$ cat src/rtl/serial_addsub_fa.sv
`default_nettype none
// ============================================================================
// Module   : serial_addsub_fa
// Brief    : Bit-serial adder/subtractor, one decoder-style full-adder cell.
// Revision : 1.0 - initial release
// ============================================================================
module serial_addsub_fa #(
  parameter int WIDTH = 8,
  parameter int CNT_W = $clog2(WIDTH + 1)
) (
  input  logic             clk,
  input  logic             rst_n,
  input  logic             start,
  input  logic             sub,
  input  logic [WIDTH-1:0] a,
  input  logic [WIDTH-1:0] b,
  output logic             busy,
  output logic             done,
  output logic [WIDTH-1:0] sum,
  output logic             cout,
  output logic             overflow
);

  localparam logic [CNT_W-1:0] LAST_CNT = CNT_W'(WIDTH);

  typedef enum logic [1:0] {
    S_IDLE = 2'd0,
    S_RUN  = 2'd1,
    S_DONE = 2'd2
  } state_t;

  state_t           state;
  state_t           state_nxt;
  logic             load;
  logic             step;
  logic             finish;

  logic [WIDTH-1:0] a_sr;
  logic [WIDTH-1:0] b_sr;
  logic [WIDTH-1:0] work;
  logic             carry;
  logic             cin_msb;
  logic [CNT_W-1:0] bit_cnt;

  logic [7:0]       minterm;
  logic             fa_s;
  logic             fa_co;

  // Full-adder cell: one-hot minterm decode, outputs as OR of minterms.
  assign minterm = 8'd1 << {a_sr[0], b_sr[0], carry};
  assign fa_s    = minterm[1] | minterm[2] | minterm[4] | minterm[7];
  assign fa_co   = minterm[3] | minterm[5] | minterm[6] | minterm[7];

  always_ff @(posedge clk or negedge rst_n) begin
    if (!rst_n) begin
      state <= S_IDLE;
    end else begin
      state <= state_nxt;
    end
  end

  always_comb begin
    state_nxt = state;
    load      = 1'b0;
    step      = 1'b0;
    finish    = 1'b0;
    case (state)
      S_IDLE: begin
        if (start) begin
          load      = 1'b1;
          state_nxt = S_RUN;
        end
      end
      S_RUN: begin
        // All WIDTH bits are in the work register once the counter reaches WIDTH.
        if (bit_cnt == LAST_CNT) begin
          finish    = 1'b1;
          state_nxt = S_DONE;
        end else begin
          step = 1'b1;
        end
      end
      S_DONE: begin
        state_nxt = S_IDLE;
      end
      default: begin
        state_nxt = S_IDLE;
      end
    endcase
  end

  always_ff @(posedge clk or negedge rst_n) begin
    if (!rst_n) begin
      a_sr     <= '0;
      b_sr     <= '0;
      work     <= '0;
      carry    <= 1'b0;
      cin_msb  <= 1'b0;
      bit_cnt  <= '0;
      busy     <= 1'b0;
      done     <= 1'b0;
      sum      <= '0;
      cout     <= 1'b0;
      overflow <= 1'b0;
    end else begin
      busy <= (state_nxt != S_IDLE);
      done <= 1'b0;
      if (load) begin
        a_sr    <= a;
        b_sr    <= b ^ {WIDTH{sub}};
        work    <= '0;
        carry   <= sub;
        cin_msb <= 1'b0;
        bit_cnt <= '0;
      end
      if (step) begin
        work    <= {fa_s, work[WIDTH-1:1]};
        a_sr    <= a_sr >> 1;
        b_sr    <= b_sr >> 1;
        cin_msb <= carry;
        carry   <= fa_co;
        bit_cnt <= bit_cnt + CNT_W'(1);
      end
      if (finish) begin
        sum      <= work;
        cout     <= carry;
        overflow <= cin_msb ^ carry;
        done     <= 1'b1;
      end
    end
  end

endmodule
`default_nettype wire

$ cat config.mk
export PLATFORM = sky130hd
export DESIGN_NAME = serial_addsub_fa
export DESIGN_NICKNAME = d
export VERILOG_FILES = /design/src/rtl/serial_addsub_fa.sv
export SDC_FILE = /design/constraint.sdc
export NUM_CORES = 1
export LEC_CHECK = 0
export ABC_AREA = 1
export CAP_MARGIN = 20
export CORE_ASPECT_RATIO = 0.6
export CORE_MARGIN = 3
export CORE_UTILIZATION = 57
export CTS_CLUSTER_SIZE = 8
export DETAILED_ROUTE_END_ITERATION = 8
export MAX_ROUTING_LAYER = met4
export PLACE_DENSITY = 0.94
export SLEW_MARGIN = 40
export SYNTH_ARGS = -nofsm -noshare
export SYNTH_HDL_FRONTEND = slang
export SYNTH_SLANG_ARGS = --single-unit
$ cat constraint.sdc
create_clock -name clk -period 3.2 [get_ports clk]
set_clock_uncertainty 0.15 [all_clocks]
set_input_delay 0.96 -clock clk [delete_from_list [all_inputs] [get_ports clk]]
set_output_delay 0.96 -clock clk [all_outputs]
set_load 0.1 [all_outputs]
==> metrics, run 1 <==
Leak=~1.2 nW; total vias in the final route=approximately 1,500; HPWL after detailed placement=roughly 2600 um; Vias/cell=5.18; area delta synth->final=18.0%; Core Box Area=~3100 sq um; hold buffers post-CTS=0; Arrival @ worst endpoint=2.35 ns; Final Cell Area=2370 sq um; Fmax=0.438 GHz; TritonCTS Buffers=5; DIE AREA=4290 sq um; antenna cells=0; FILL cells=between 200 and 250; DR iter-0 viols=89; Least-Margin Pin Slew=0.711 ns; Min Hold Slack=~0.33 ns; placer's final routability congestion estimate=0.801; hold crit path type=flop to flop; R2R Setup Slk=roughly 1.2 ns; Synth Instances=216; Final Power=2.59 mW; Avg Cell Area, Syn=between 9 and 10 sq um; Die Height=52.0 um; Sequential Area=about 1100 sq um; CP Max Fanout=21; GRT Resource Usage Total=0.204; syn nets=~240; Clk Tree Root Cell=clkbuf_8; die extent in x=82.6 um; largest net degree at the start of global routing=45; Net Sw Frac=0.495; Max Cap Viol=0; setup violators final=0; synthesized flop and latch total=44; DP Area=roughly 2300 sq um; Congestion Overflow GR=0; CP Class=input port to flop; Final Critical Period=roughly 2.3 ns; internal power=1.31 mW; Clk pin slew, worst setup/hold paths=0.07 ns; startpoint types=input port; P_sw=1.28 mW; remaining routing DRC violations=0; Final Hold Viols=0; total wire length=3620 um; Post-Syn Area=2010 sq um; Util after Layout=0.759; Longest Clk Path Bufs=2; nature of the critical path endpoint=flop; H-tree depth=2; post-synthesis sequential area ratio=0.549; number of global-route vias before repair=1,388; final worst-path cycle share=0.714; area occupied by multi-input gates=756 sq um; clock sink count=44; setup_tns=0 ns; Req. time, crit path=3.27 ns; DR pass1 iterations=4; PD cells=1100 nW/um^2; outcome=complete, no violations; PostCTS Resize Cnt=0; proportion of layout cells with a drive suffix above 1=0.155; Peak VDD IR=804 uV; # IOs=32; RSZ-0062 raised after global routing=no; global-route wire length before repair=6420 um; clock network fraction of total power=0.137; Final ANT Viol Nets=0; Distinct cells, synth=22; Seq pwr share=0.359; Avg WL per Cell=12.6 um; Buffers on Ports=31; row cnt=15; Slew HR=0.525; nets=267; CTS tree=yes; Syn. warnings=0; Final Max Tran Viols=0; Initial Utilization=0.644; Setup Buffers After CTS=0; initial antenna violation count=0; Worst-Skew Late Latency=0.29 ns; Comb power frac=0.505
-- area by class of cell --
class | instances | share of cell area
multi-input combinational | 141 | 0.319
tap | 42 | 0.0222
clock inverter | 2 | 0.00423
clock buffer | 6 | 0.0349
inverter | 19 | 0.0301
timing repair buffer | 33 | 0.124
sequential | 44 | 0.465
-- synth_stat cells --
library cell  instances  area, sq um
nor2_1                1         3.75
xnor2_1               2         17.5
inv_2                 2         7.51
o21ai_2               9         78.8
buf_6                 3         33.8
nand2_2               1         6.26
nand3_1              46          230
dfrtp_1              44         1100
nand2_1              54          203
o21ai_0               1         5.00
o21ai_1              11         55.1
nor2_4                1         11.3
clkbuf_1              1         3.75
xor2_1                8         70.1
buf_2                 8         40.0
o21bai_1              1         7.51
nor2_2                1         6.26
nand4_1               1         6.26
inv_1                17         63.8
nand3_2               1         10.0
fa_1                  1         20.0
ha_1                  2         25.0
-- power by group through the flow --
stage	Clock, mW	Combinational, mW	Sequential [mW]
finish	0.354	1.31	0.930
global route	0.391	1.43	0.962
CTS	0.360	1.32	0.930
detailed placement	0	1.31	0.940
global placement	0	1.28	0.930
floorplan	0	0.618	1.37
-- cells by family (layout without fill, tap and decap cells) --
| kind of cell | count (synthesis) | after routing | synth area share |
|---|---|---|---|
| buf+inv | 31 | 60 | 0.0742 |
| compound gates | 22 | 22 | 0.0730 |
| flops | 44 | 44 | 0.549 |
| xor+xnor | 10 | 10 | 0.0437 |
| fa+ha+maj | 3 | 3 | 0.0225 |
| simple gates | 106 | 106 | 0.238 |
-- state kept, by name, indices dropped and copies added, names as in the netlist --
name      cells
state         2
a_sr          8
cout          1
overflow      1
done          1
bit_cnt       4
carry         1
cin_msb       1
busy          1
b_sr          8
work          8
sum           8
-- per-layer routing --
| metal | global-route usage | vias up | share of wire |
|---|---|---|---|
| li1 | - | 750 | - |
| met1 | 0.286 | 684 | 0.47 |
| met2 | 0.290 | 46 | 0.45 |
| met3 | 0.0623 | 6 | 0.064 |
| met4 | 0.0543 | 0 | 0.0094 |
| met5 | - | - | 0 |
-- final timing paths --
| kind | startpoint | cells past startpoint | to |
|---|---|---|---|
| worst min-delay path | sum[4]$_DFFE_PN0P_ | 2 | sum[4]$_DFFE_PN0P_ |
| worst max-delay path | start | 5 | a_sr[5]$_DFFE_PN0P_ |
| worst min register to register | sum[4]$_DFFE_PN0P_ | 2 | sum[4]$_DFFE_PN0P_ |
| max in group asynchronous | rst_n | 1 | work[5]$_DFFE_PN0P_ |
| worst max register to register | bit_cnt[1]$_DFFE_PN0P_ | 7 | b_sr[7]$_DFFE_PN0P_ |
| min in group asynchronous | rst_n | 1 | state[1]$_DFF_PN0_ |
-- stage by stage --
step | setup WS [ns] | cells
2_1_floorplan | 1.19 | 216
4_1_cts | 0.920 | 287
6_report | 0.916 | 287
5_1_grt | 0.827 | 287
3_5_place_dp | 0.617 | 279
3_3_place_gp | 0.648 | 279
-- cell usage in the layout, fill, tap and decap left out, types with 2 or more instances in the layout --
| cell | netlist | layout |
|---|---|---|
| inv_1 | 17 | 17 |
| o21ai_2 | 9 | 9 |
| xnor2_1 | 2 | 2 |
| ha_1 | 2 | 2 |
| buf_4 | 0 | 15 |
| nand3_1 | 46 | 46 |
| clkbuf_8 | 0 | 6 |
| nand2_1 | 54 | 54 |
| xor2_1 | 8 | 8 |
| inv_2 | 2 | 2 |
| clkinv_2 | 0 | 2 |
| dfrtp_1 | 44 | 44 |
| o21ai_1 | 11 | 11 |
| clkdlybuf4s50_1 | 0 | 18 |
-- critical path, cell delays in order --
cell and delay [ns]:
clkdlybuf4s50_1 0.47, nand3_2 0.34, inv_2 0.36, nand2_1 0.11, nand3_1 0.10
Note: power is estimated with default switching activity, not from simulation.
==> run 2, diff against run 1 <==
--- a/config.mk
+++ b/config.mk
@@ -9,11 +9,11 @@
 export CAP_MARGIN = 20
 export CORE_ASPECT_RATIO = 0.6
 export CORE_MARGIN = 3
-export CORE_UTILIZATION = 57
+export CORE_UTILIZATION = 53
 export CTS_CLUSTER_SIZE = 8
 export DETAILED_ROUTE_END_ITERATION = 8
 export MAX_ROUTING_LAYER = met4
-export PLACE_DENSITY = 0.94
+export PLACE_DENSITY = 0.89
 export SLEW_MARGIN = 40
 export SYNTH_ARGS = -nofsm -noshare
 export SYNTH_HDL_FRONTEND = slang
==> constraint.sdc (replaced) <==
create_clock -name clk -period 2.2 [get_ports clk]
set_clock_uncertainty 0.15 [all_clocks]
set_input_delay 0.66 -clock clk [delete_from_list [all_inputs] [get_ports clk]]
set_output_delay 0.66 -clock clk [all_outputs]
set_load 0.1 [all_outputs]
==> run 2 against run 1 <==
  * Clock-buffer cell count grew 2
  * Hold slack lost 0.055 ns
  * Setup slack lost 0.50 ns
  * Total power grew 57%
  * Sequential cell count is the same
  * Via count grew 3.1%
==> metrics, run 2 (same netlist as run 1, synthesis figures left out) <==
outcome=complete, no violations (unchanged); Least-Margin Pin Slew=0.535 ns (was 0.711 ns); Setup crit start=bit_cnt[0]$_DFFE_PN0P_ (was start); HPWL after detailed placement=2890 um (was 2570 um); Final Hold Viols=0 (unchanged); area delta synth->final=26.5% (was 18.0%); R2R Path Start=bit_cnt[0]$_DFFE_PN0P_ (was bit_cnt[1]$_DFFE_PN0P_); DR WL met3=209 um (was 232 um); row cnt=16 (was 15); R2R Setup Slk=0.42 ns (was 1.16 ns); nature of the critical path endpoint=flop (unchanged); commonest non-fill, non-tap cells in the layout=nand2_1 (54), nand3_1 (46), dfrtp_1 (44) (unchanged); # IOs=32 (unchanged); DR pass1 iterations=4 (unchanged); H-tree depth=2 (unchanged); number of global-route vias before repair=1,460 (was 1,388); Met2 Routed Length=1800 um (was 1640 um); Slew HR=0.643 (was 0.525); placer's final routability congestion estimate=0.784 (was 0.801); total vias in the final route=1,532 (was 1,486); Core Box Area=3440 sq um (was 3120 sq um); GRT Resource Usage Total=0.195 (was 0.204); Fmax=roughly 0.56 GHz; CP Max Fanout=21 (unchanged); Max Cap Viol=0 (unchanged); remaining routing DRC violations=0 (unchanged); P_sw=1.92 mW (was 1.28 mW); RSZ-0062 raised after global routing=no (unchanged); Comb power frac=0.529 (was 0.505); antenna cells=0 (unchanged); Final Max Tran Viols=0 (unchanged); hold buffers post-CTS=0 (unchanged); setup_tns=0 ns (unchanged); top layer in use=met4 (unchanged); clock sink count=44 (unchanged); Congestion Overflow GR=0 (unchanged); Setup Buffers After CTS=0 (unchanged); DIE AREA=4580 sq um (was 4290 sq um); Final ANT Viol Nets=0 (unchanged); Req. time, crit path=2.22 ns (was 3.27 ns); initial antenna violation count=0 (unchanged); nets=270 (was 267); Clk pin slew, worst setup/hold paths=0.08 ns (was 0.07 ns); DP Area=2450 sq um (was 2270 sq um); Vias/cell=5.23 (was 5.18); PD cells=1610 nW/um^2 (was 1100 nW/um^2); proportion of layout cells with a drive suffix above 1=0.157 (was 0.155); Arrival @ worst endpoint=1.81 ns (was 2.35 ns); Final Critical Period=1.78 ns; Longest Clk Path Bufs=2 (unchanged); Leak=1.22 nW (was 1.17 nW); Worst-Skew Late Latency=0.30 ns (was 0.29 ns); clock network fraction of total power=0.126 (was 0.137); global-route wire length before repair=6570 um (was 6420 um); die extent in x=85.4 um (was 82.6 um); Final Cell Area=2540 sq um (was 2370 sq um); Seq pwr share=0.345 (was 0.359); Sequential Area=1100 sq um (unchanged); PostCTS Resize Cnt=0 (unchanged); CP Class=flop to flop (was input port to flop); largest net degree at the start of global routing=45 (unchanged); Peak VDD IR=1170 uV (was 804 uV); Die Height=53.7 um (was 52.0 um); startpoint types=flop (was input port); Clk Tree Root Cell=clkbuf_8 (unchanged); Buffers on Ports=31 (unchanged); total wire length=3940 um (was 3620 um); TritonCTS Buffers=5 (unchanged); Initial Utilization=0.582 (was 0.644); DR iter-0 viols=81 (was 89); met1 wire length=1870 um (was 1710 um); Crit Reg-Reg Endpoint=sum[5]$_DFFE_PN0P_ (was b_sr[7]$_DFFE_PN0P_); Avg WL per Cell=13.5 um (was 12.6 um); FILL cells=255 (was 226); setup violators final=0 (unchanged); crit path to=sum[5]$_DFFE_PN0P_ (was a_sr[5]$_DFFE_PN0P_); CTS tree=yes (unchanged); R2R cell count=7 (unchanged); hold crit path type=input port to asynchronous set/reset pin (was flop to flop); final worst-path cycle share=0.811; internal power=2.16 mW (was 1.31 mW); most common cell after layout, fill and taps aside=nand2_1 (unchanged); Net Sw Frac=0.471 (was 0.495); area occupied by multi-input gates=756 sq um (unchanged)
==> run 2: metal layers <==
layer | vias to the layer above | track usage
li1 | 755 | -
met1 | 730 | 0.249
met2 | 39 | 0.303
met3 | 8 | 0.0535
met4 | 0 | 0.0711
met5 | - | -
==> run 2: worst max-delay path, stage by stage (launching register included) <==
cell and delay (ns):
dfrtp_1 0.44, inv_1 0.08, ha_1 0.16, nand2_1 0.07, nor2_2 0.17, nand2_2 0.31, nand2_1 0.19, o21ai_2 0.07
==> run 2: power by group through the flow <==
| stage | logic (mW) | registers, mW | clock network, mW |
|---|---|---|---|
| after floorplan | 0.899 | 1.99 | 0 |
| after CTS | 2.17 | 1.41 | 0.525 |
| final | 2.16 | 1.41 | 0.516 |
| after global placement | 2.11 | 1.40 | 0 |
| after detailed placement | 2.17 | 1.42 | 0 |
| after global routing | 2.32 | 1.44 | 0.558 |
==> run 2: worst min path at each step <==
stage	to	slack (ns)	from
floorplan	a_sr[0]$_DFFE_PN0P_	0.21	rst_n
global placement	a_sr[6]$_DFFE_PN0P_	0.32	a_sr[7]$_DFFE_PN0P_
detailed placement	sum[0]$_DFFE_PN0P_	0.33	work[0]$_DFFE_PN0P_
CTS	busy$_DFF_PN0_	0.30	rst_n
global route	sum[7]$_DFFE_PN0P_	0.32	rst_n
finish	bit_cnt[0]$_DFFE_PN0P_	0.28	rst_n
==> run 2: layout make-up <==
class                           instances  share of cell area
Sequential cell                        44               0.434
Clock buffer                            8              0.0355
Timing Repair Buffer                   36               0.182
Tap cell                               45              0.0222
Multi-Input combinational cell        141               0.298
Inverter                               19              0.0281
==> run 2: stage by stage <==
| stage | instances | hold WS [ns] | util | power [mW] | worst slack (ns) |
|---|---|---|---|---|---|
| after floorplan | 216 | 0.214 | - | 2.89 | 0.492 |
| after global placement | 285 | 0.321 | 0.711 | 3.51 | 0.213 |
| after detailed placement | 285 | 0.334 | 0.711 | 3.59 | 0.193 |
| after CTS | 293 | 0.296 | 0.737 | 4.10 | 0.413 |
| after global routing | 293 | 0.316 | 0.737 | 4.32 | 0.312 |
| final | 293 | 0.279 | 0.737 | 4.08 | 0.415 |
==> patch 1 (flow settings as in run 2) <==
Change the parameter `WIDTH` from 8 to 4.
--- a/src/rtl/serial_addsub_fa.sv
+++ b/src/rtl/serial_addsub_fa.sv
@@ -5,7 +5,7 @@
 // Revision : 1.0 - initial release
 // ============================================================================
 module serial_addsub_fa #(
-  parameter int WIDTH = 8,
+  parameter int WIDTH = 4,
   parameter int CNT_W = $clog2(WIDTH + 1)
 ) (
   input  logic             clk,
Interface: changed (resized a, b and sum); port bits go from 32 to 20. The function was not compared with the original's and may differ.
==> patch 1 against run 2 <==
- non-clock buffer count decreased by 15
- critical path type is now input port to flip-flop
- design area decreased by 37%
- synthesized area decreased by 35%
- via count decreased by 37%
- core utilization decreased by 2.0 points
- wire length decreased by 43%
- first-iteration DRC count decreased by 47%
- critical endpoint is now b_sr[1]$_DFFE_PN0P_
- power decreased by 36%
- synthesized cell count decreased by 37%
- sequential cell count decreased by 17
- largest power group unchanged
- setup slack improved by 0.036 ns
==> patch 1: results (changes against run 2) <==
Parameter                              Value

Logic synthesis
  Sequential area share after synthesis    52.2% (-2.7 points)
  Synth Area in Adders    3.48% (+1.2 points)
  Syn nets    152 (-36%)
  Gate count after technology mapping    137 (-37%)
  Xor-xnor portion of the synthesized cell area    2.03% (-2.3 points)
  Count of distinct cell types in the synthesized netlist    18 (-18%)
  Most common library cells after synthesis    nand2_1, dfrtp_1, nand3_1, inv_1
  Main area contributors after synthesis    dfrtp_1, nand2_1, nand3_1
  Compound-gate portion of the synthesized area    6.77% (-0.53 points)

CTS
  CTS H-tree lvls    1 (-1)
  CTS resizes    0 (unchanged)
  Worst-skew pair later-pin latency    0.28 ns (-0.02 ns)
  Number of buffers created by CTS    3 (-2)
  Clk buf depth    2 (unchanged)

Power
  Power per standard cell area    1630 nW/um^2 (+1.2%)
  Combinational logic power    1450 uW (-33%)
  Switching power    1270 uW (-34%)
  Reported leakage power    0.000785 uW (-36%)
  Maximum VDD drop    0.000977 V (-17%)
  Clk. pwr    286 uW (-45%)

Worst hold path
  Terminating pin of the worst hold path    sum[0]$_DFFE_PN0P_
  Cells on Worst Hold Path    2
  Min-delay worst type    flip-flop to flip-flop

Route
  Number of iterations in the first detailed-routing pass    4 (unchanged)
  M1 wire length    1010 um (-46%)
  Met3 routed wirelength    109 um (-48%)
  Average routed wire per standard cell    12.1 um (-10%)
  Metal2 WL    1110 um (-39%)
  Total number of vias    961 (-37%)
  First-iteration detailed-routing DRC count    43 (-47%)

Critical path
  Register-to-register setup slack    0.60 ns (+0.18 ns)
  Arrival time of the worst setup path    1.76 ns (-0.05 ns)
  Reg2Reg Capture Point    sum[2]$_DFFE_PN0P_
  Depth of the worst register-to-register path    7 (unchanged)
  Critical Path Fanout Max    17 (-19%)

STA
  Final-layout worst hold slack    0.342 ns (+0.0626 ns)
  Endpoints failing setup    0 (unchanged)
  Actual transition at the worst max-transition pin    0.334 ns (-0.201 ns)

Place
  Placed Instances    183 (-36%)
  Placed wire-length estimate    1670 um (-42%)
  Final estimated routing congestion in global placement    0.730 (-7.0%)
  IO buf count    19 (-39%)

Final layout
  Antenna cells    0 (unchanged)
  Final nets    173 (-36%)
  Filler cell count in the final layout    171 (-33%)
  Fraction of layout cells with a size suffix above 1    18.5% (+2.7 points)
  Post-layout instance count excluding filler cells    187 (-36%)

GRT
  Global-route wire length before repair    4170 um (-37%)
  Global router's overall resource usage    17.8% (-1.7 points)
  Maximum number of pins on one net before global-route repair    28 (-38%)

Status
  Result of the run    completed
## patch 1: how the worst max path moves through the flow
| stage | slack [ns] | start | cells past startpoint | to |
|---|---|---|---|---|
| after floorplan | 0.48 | cout$_DFFE_PN0P_ | 0 | cout |
| after global routing | 0.39 | start | 5 | b_sr[2]$_DFFE_PN0P_ |
| final | 0.45 | start | 5 | b_sr[1]$_DFFE_PN0P_ |
| after CTS | 0.45 | start | 5 | b_sr[1]$_DFFE_PN0P_ |
| after detailed placement | 0.15 | start | 5 | b_sr[1]$_DFFE_PN0P_ |
| after global placement | 0.24 | start | 5 | a_sr[0]$_DFFE_PN0P_ |
## patch 1: cell type report
cell class,instances,area [um^2],share of cell area [%]
Inverter,16,65.1,4.04
Sequential cell,27,676,42.0
Timing Repair Buffer,21,285,17.7
Tap cell,30,37.5,2.33
Clock inverter,1,7.51,0.467
Clock buffer,3,41.3,2.57
Multi-Input combinational cell,89,497,30.9
## patch 1: cells by family (layout without fill, tap and decap cells)
logic type / after synthesis / count (layout)
flops: 27 / 27
buf+inv: 21 / 41
compound gates: 13 / 13
fa+ha+maj: 3 / 3
simple gates: 70 / 70
xor+xnor: 3 / 3
## patch 1: worst max-delay path, stage by stage
cell	delay, ns
clkdlybuf4s50_1	0.41
nand2_2	0.27
inv_1	0.21
nand2_1	0.12
nand3_1	0.09
## patch 1: per-layer routing
layer	up-vias	global-route usage, %
li1	479	-
met1	458	22.1
met3	4	4.99
met4	0	4.58
met2	20	29.3
met5	-	-
## patch 1: stage by stage
step	utilization, %	area, um^2	setup WS, ns
after floorplan	-	1290	0.479
after global placement	69.5	1560	0.235
after detailed placement	69.5	1560	0.153
after CTS	71.7	1610	0.446
after global routing	71.7	1610	0.391
final	71.7	1610	0.452
==> patch 2 (settings of run 2) <==
Without the edit above. Encoding of `state_t`: now one-hot (3 bits for 3 states).
--- a/src/rtl/serial_addsub_fa.sv
+++ b/src/rtl/serial_addsub_fa.sv
@@ -23,10 +23,10 @@
 
   localparam logic [CNT_W-1:0] LAST_CNT = CNT_W'(WIDTH);
 
-  typedef enum logic [1:0] {
-    S_IDLE = 2'd0,
-    S_RUN  = 2'd1,
-    S_DONE = 2'd2
+  typedef enum logic [2:0] {
+    S_IDLE = 3'b001,
+    S_RUN  = 3'b010,
+    S_DONE = 3'b100
   } state_t;
 
   state_t           state;
Formal check against the unedited RTL: same outputs for any inputs over 10 cycles, from zero or initial values and one cycle with rst_n low; not proved beyond that.
==> patch 2 against run 2 <==
- design area increased by 3.6%
- critical endpoint is now sum[7]$_DFFE_PN0P_
- sequential cell count is 1 higher
- setup slack worse by 0.10 ns
- wire length down 0.38%
- synthesized area up 5.2%
- non-clock buffer count shrank 3
- power shrank 29%
==> patch 2: results (changes against run 2) <==
Parameter                              Value

Logic synthesis
  Sequential area share after synthesis    53.4% (-1.5 points)
  Syn nets    248 (+3.8%)
  Most common library cells after synthesis    nand2_1, dfrtp_1, nand3_1, inv_1, o21ai_0
  Gate count after technology mapping    225 (+4.2%)
  Count of distinct cell types in the synthesized netlist    25 (+14%)
  Main area contributors after synthesis    dfrtp_1, nand3_1, nand2_1
  Async S/R FF share, synth    100% (unchanged)

GRT
  Met3 usage in global routing    7.07% (+1.7 points)
  Global-route wire length before repair    6610 um (+0.64%)
  Maximum number of pins on one net before global-route repair    29 (-36%)
  Met2 Use GR    27.9% (-2.4 points)
  Initial antenna violation count    0 (unchanged)
  Met1 routing resource usage after global routing    25.0% (+0.15 points)
  Vias in the first global route    1,470 (+0.68%)
  Global router's overall resource usage    19.2% (-0.32 points)

Route
  Met3 routed wirelength    255 um (+22%)
  Number of vias per cell    5.09 (-2.7%)
  WL final    3930 um (-0.38%)
  Metal2 WL    1760 um (-2.5%)
  Highest metal layer used by the detailed router    met4
  Average routed wire per standard cell    12.9 um (-4.0%)
  M1 wire length    1880 um (+0.16%)
  First-iteration detailed-routing DRC count    79 (-2.5%)

CTS
  CTS resizes    0 (unchanged)
  Clock tree root buffer cell    clkbuf_8
  Clk buf depth    2 (unchanged)
  Worst-skew pair later-pin latency    0.29 ns
  CTS H-tree lvls    2 (unchanged)

Critical path
  Register-to-register setup slack    0.31 ns (-0.10 ns)
  Critical Path Fanout Max    21 (unchanged)
  Delay-heaviest family, CP    simple AND/OR/NAND/NOR gates
  Arrival time of the worst setup path    1.93 ns (+0.12 ns)
  Master of the slowest instance on the critical path    nand2_1
  Max stage delay on crit path    0.45 ns

STA
  Endpoints failing setup    0 (unchanged)
  Final-layout worst hold slack    0.148 ns (-0.131 ns)
  Setup slack of the critical path after layout    0.312 ns (-0.103 ns)
  Actual transition at the worst max-transition pin    0.606 ns (+0.0707 ns)

Power
  Cell-internal power    1710 uW (-21%)
  Sequential fraction of design power    42.9% (+8.4 points)
  Reported leakage power    0.00125 uW (+2.3%)
  Maximum VDD drop    0.000857 V (-27%)
  Share of power burned in the clock network    17.4% (+4.8 points)
  Power per standard cell area    1100 nW/um^2 (-32%)

Place
  Cell Area, Placed    2540 um^2 (+3.9%)
  Placed wire-length estimate    2770 um (-4.2%)
  Worst-case setup slack after placement    0.131 ns (-0.0628 ns)
  Final estimated routing congestion in global placement    0.784 (about the same)

Final layout
  Fraction of layout cells with a size suffix above 1    12.8% (-2.9 points)
  Antenna cells    0 (unchanged)
  Final nets    279 (+3.3%)

Status
  Result of the run    completed

Worst hold path
  Min-delay worst type    input port to async pin
==> patch 2: changes by cell type after synthesis, sizes merged, moves of 3 or more <==
cell	before	now
buf	11	8
inv	19	32
nand2	55	51
nand3	47	38
nor2	3	8
o21ai	21	26
==> patch 2: worst register-to-register path, cell delays in order, from the launching register on <==
cell	delay, ns
dfrtp_1	0.37
inv_1	0.07
ha_1	0.23
nand3_4	0.18
inv_1	0.06
nand2_1	0.45
inv_1	0.13
nand2_1	0.10
nand2_1	0.05
==> patch 2: layout make-up <==
cell class                 count  area, um^2
fill                         285        1110
sequential                    45        1130
tap                           47        58.8
timing repair buffer          33         453
clock buffer                   6        72.6
multi-input combinational    138         777
inverter                      33         126
clock inverter                 2        15.0
==> patch 2: worst paths after layout <==
| check | from | end | depth (start not counted) |
|---|---|---|---|
| setup / recovery | bit_cnt[0]$_DFFE_PN0P_ | sum[7]$_DFFE_PN0P_ | 8 |
| hold / removal | rst_n | done$_DFF_PN0_ | 1 |
| setup reg to reg | bit_cnt[0]$_DFFE_PN0P_ | sum[7]$_DFFE_PN0P_ | 8 |
| hold reg to reg | work[2]$_DFFE_PN0P_ | work[1]$_DFFE_PN0P_ | 2 |
| max in group asynchronous | rst_n | state[0]$_DFF_PN1_ | 2 |
| min in group clk | work[2]$_DFFE_PN0P_ | work[1]$_DFFE_PN0P_ | 2 |
==> patch 2: cell families (layout without fill, tap and decap cells) <==
family	Yosys count	count (layout)	share of synthesized area, %
compound gates	27	27	7.00
fa+ha+maj	3	3	2.14
buf+inv	42	74	9.73
xor+xnor	11	11	4.57
simple gates	97	97	23.1
flops	45	45	53.4
